===== src/rtl/ex_wb_flag_stage.sv =====
// ex_wb_flag_stage: 2-entry EX->WB elastic buffer owning EFLAGS with CF/AF forwarding
module ex_wb_flag_stage #(
    parameter int          DEPTH      = 2,
    parameter logic [31:0] EFLAGS_RST = 32'h0000_0002
) (
    input  logic        clk,
    input  logic        rst_n,
    input  logic        ex_valid,
    output logic        ex_ready,
    input  logic [31:0] ex_alu_out,
    input  logic [31:0] ex_flags,
    input  logic [31:0] ex_flag_mask,
    input  logic [2:0]  ex_dest,
    input  logic [1:0]  ex_datasize,
    input  logic        flush,
    output logic        wb_valid,
    input  logic        wb_ready,
    output logic [31:0] wb_result,
    output logic [2:0]  wb_dest,
    output logic [1:0]  wb_datasize,
    output logic [31:0] eflags,
    output logic        cf_fwd,
    output logic        af_fwd
);
    logic [31:0] res_q [DEPTH];
    logic [31:0] flg_q [DEPTH];
    logic [31:0] msk_q [DEPTH];
    logic [2:0]  dst_q [DEPTH];
    logic [1:0]  dsz_q [DEPTH];
    logic [1:0]  cnt_q, cnt_d;
    logic        head_q, head_d, tail_q, tail_d;
    logic [31:0] eflags_q, eflags_d;
    logic        enq, deq, young, y_cf, h_cf, y_af, h_af;

    assign ex_ready    = cnt_q != 2'd2;
    assign wb_valid    = cnt_q != 2'd0;
    assign enq         = ex_valid & ex_ready & ~flush;
    assign deq         = wb_valid & wb_ready & ~flush;
    assign wb_result   = res_q[head_q];
    assign wb_dest     = dst_q[head_q];
    assign wb_datasize = dsz_q[head_q];
    assign eflags      = eflags_q;
    assign young       = ~tail_q;

    // Pointer/count advance and masked EFLAGS commit of the retiring head
    always_comb begin
        cnt_d    = flush ? 2'd0 : cnt_q + {1'b0, enq} - {1'b0, deq};
        head_d   = flush ? 1'b0 : head_q ^ deq;
        tail_d   = flush ? 1'b0 : tail_q ^ enq;
        eflags_d = deq ? ((((eflags_q & ~msk_q[head_q]) | (flg_q[head_q] & msk_q[head_q]))
                   & 32'h003F_FFFF) | 32'h0000_0002) : eflags_q;
    end

    // Youngest in-flight writer of CF/AF wins, falling back to architectural EFLAGS
    always_comb begin
        y_cf   = (cnt_q == 2'd2) & msk_q[young][0];
        h_cf   = wb_valid & msk_q[head_q][0];
        y_af   = (cnt_q == 2'd2) & msk_q[young][4];
        h_af   = wb_valid & msk_q[head_q][4];
        cf_fwd = y_cf ? flg_q[young][0] : h_cf ? flg_q[head_q][0] : eflags_q[0];
        af_fwd = y_af ? flg_q[young][4] : h_af ? flg_q[head_q][4] : eflags_q[4];
    end

    // Control state and EFLAGS register
    always_ff @(posedge clk or negedge rst_n) begin
        if (!rst_n) begin
            cnt_q    <= 2'd0;
            head_q   <= 1'b0;
            tail_q   <= 1'b0;
            eflags_q <= EFLAGS_RST;
        end else begin
            cnt_q    <= cnt_d;
            head_q   <= head_d;
            tail_q   <= tail_d;
            eflags_q <= eflags_d;
        end
    end

    // Entry storage written at tail on accepted enqueue
    always_ff @(posedge clk or negedge rst_n) begin
        if (!rst_n) begin
            for (int i = 0; i < DEPTH; i++) begin
                res_q[i] <= '0;
                flg_q[i] <= '0;
                msk_q[i] <= '0;
                dst_q[i] <= '0;
                dsz_q[i] <= '0;
            end
        end else if (enq) begin
            res_q[tail_q] <= ex_alu_out;
            flg_q[tail_q] <= ex_flags;
            msk_q[tail_q] <= ex_flag_mask;
            dst_q[tail_q] <= ex_dest;
            dsz_q[tail_q] <= ex_datasize;
        end
    end
endmodule

===== config.mk =====
export PLATFORM = sky130hd
export DESIGN_NAME = ex_wb_flag_stage
export DESIGN_NICKNAME = d
export VERILOG_FILES = /design/src/rtl/ex_wb_flag_stage.sv
export SDC_FILE = /design/constraint.sdc
export NUM_CORES = 1
export LEC_CHECK = 0
export CORE_MARGIN = 2
export CORE_UTILIZATION = 55
export CTS_CLUSTER_DIAMETER = 80
export DETAILED_ROUTE_END_ITERATION = 8
export HOLD_SLACK_MARGIN = 0.08
export PLACE_DENSITY = 0.86
export SLEW_MARGIN = 5
export SYNTH_ARGS = -nofsm -noshare
export SYNTH_HDL_FRONTEND = slang
export SYNTH_SLANG_ARGS = --single-unit

===== constraint.sdc =====
create_clock -name clk -period 4.9 [get_ports clk]
set_clock_uncertainty 0.15 [all_clocks]
set_input_delay 0.98 -clock clk [delete_from_list [all_inputs] [get_ports clk]]
set_output_delay 0.98 -clock clk [all_outputs]
set_load 0.03 [all_outputs]

==> metrics.cfg <==
[floorplan]
die_x_um=125
rows=44
die_h_um=125
die_area_um2=15700
initial_core_util=0.561
io_pins=179
core_area_um2=14400

[final_layout]
layout_commonest_cell=mux2_2
final_cell_mix=mux2_2, dfrtp_1, clkdlybuf4s50_1
area_growth_pct=26.4
antenna_cells=0
fin_nets=790
n_fill_cell=972
drive_above_1_share=0.356

[grt]
grt_use_total=0.221
grt_overflow=0
grt_pass1_vias=5493
antenna_found_initial=0
grt_pass1_wl_mm=27.6
grt_max_degree=110

[setup_path]
r2r_end=res_q[55]
path_cells=buf_4 > mux2_2 > clkdlybuf4s50_1
crit_family=buffers and inverters
critPathMaxStageDelay_ns=0.92
r2r-start=cnt_q[0]
cp.depth=3
r2r_setup_slack_ns=2.26
critPathKind=reg2out
start_kind=register
cp_num_buf_inv=2
reg2regPathDepth=5
cp_max_fo=46
end_kind=output port
critPathArrivalTime_ns=2.83
cp.required_ns=3.77
slowest_stage=dfrtp_4

[clocking]
holdBufCountCts=0
clkSinkCount=183
numCtsBuffers=17
htree_levels=4
cts_tree=yes
cts_resized=0
clkLatencyLatePin_ns=0.42
clockBufferDepth=2
cts-root-buf=clkbuf_16
post_cts_buffers=0
clk_pin_slew_ns=0.06

[synth]
synthArstFlopShare=1.00
yosysTopAreaCell=dfrtp_1
synthTopCellsByArea=dfrtp_1, mux2_2, mux2i_1
synth_edf_count=0
ys_warn_count=0
avgSynthCellArea_um2=14.8
synth_seq_area_share=0.566
netlist_area_um2=8090
ys_seq_elements=183
ys_types=26
synth_top_area_frac=0.566
synthFlopType=dfrtp_1
synthCells=546

[timing]
fin_crit_ns=3.96
hold_viol_final=0
setup_violations=0
tightest_slew_ns=0.978
period_share=0.808
rsz0062_at_grt=no
fin_setup_tns_ns=0
max_freq_ghz=0.252
slew_headroom=0.348
drv_slew=0

[detailed_routing]
drt_iter0_markers=225
viasPerCell=5.67
wl_per_cell_um=19.2
num_vias=4976
post-route-drc-count=0
ant_nets=0
dr.pass1.iters=5
wirelength_mm=16.9

[placement]
dp.final_hpwl_mm=11.1
portBuffers=145
gp_congestion=0.739

[min_path]
min_from=res_q[10]
hp-class=reg2reg
whs_path_depth=1
whs_endpoint=res_q[10]

[power]
p_leak_nw=4.15
cellPowerDensity_nw_per_um2=581
p_total_mw=5.94
ir_worst_vdd_v=0.000310

[flow_run]
maxCapViolCount=0

[outcome]
status=finished clean

[per-stage QoR]
stage	worst slack, ns	instances	utilization	cell area (um2)	hold slack [ns]
2_1_floorplan	2.18	555	-	8120	0.325
3_3_place_gp	1.40	845	0.669	9660	0.330
3_5_place_dp	1.36	845	0.669	9660	0.342
4_1_cts	0.901	877	0.709	10200	0.356
5_1_grt	0.836	877	0.709	10200	0.364
6_report	0.939	877	0.709	10200	0.352
[layer usage]
metal	GRT usage	wire length [um]
met4	0.0719	257
met3	0.0599	809
met2	0.386	8800
met5	0	0
met1	0.267	7020
[power by group]
group          total, mW  switching, mW  internal, mW
Clock               1.30          0.559         0.739
Combinational       2.16           1.03          1.13
Sequential          2.48          0.367          2.11
[cells in the mapped netlist, types with 4 or more instances]
library cell and count:
mux2_2 197, dfrtp_1 183, mux2i_1 44, buf_2 24, o31ai_1 19, o41ai_1 19
buf_4 13, clkbuf_1 6, nor2_1 5, buf_6 4, ha_1 4, inv_1 4
nor3_1 4
[final cells by class]
type | instances | area, um2 | share of cell area
Clock buffer | 21 | 470 | 0.0460
Inverter | 4 | 15.0 | 0.00147
Multi-Input combinational cell | 320 | 3270 | 0.320
Timing Repair Buffer | 154 | 1550 | 0.152
Sequential cell | 183 | 4580 | 0.448
Tap cell | 184 | 230 | 0.0225
Clock inverter | 11 | 97.6 | 0.00955
[kinds of logic (layout without fill, tap and decap cells)]
family          after synthesis  after routing  synth area share
simple gates                 16             16            0.0105
buf+inv                      52            190            0.0376
flops                       183            183             0.566
fa+ha+maj                     4              4           0.00619
other cells                   2             11          0.000929
mux                         243            243             0.332
xor+xnor                      3              3           0.00325
compound gates               43             43            0.0429
[worst max-delay path by stage]
stage	start	to
final	head_q	wb_result[29]
after global routing	head_q	wb_result[29]
after CTS	head_q	wb_result[29]
after detailed placement	head_q	wb_result[29]
after global placement	head_q	wb_result[30]
after floorplan	flush	flg_q[53]
Note: power is estimated with default switching activity, not from simulation.
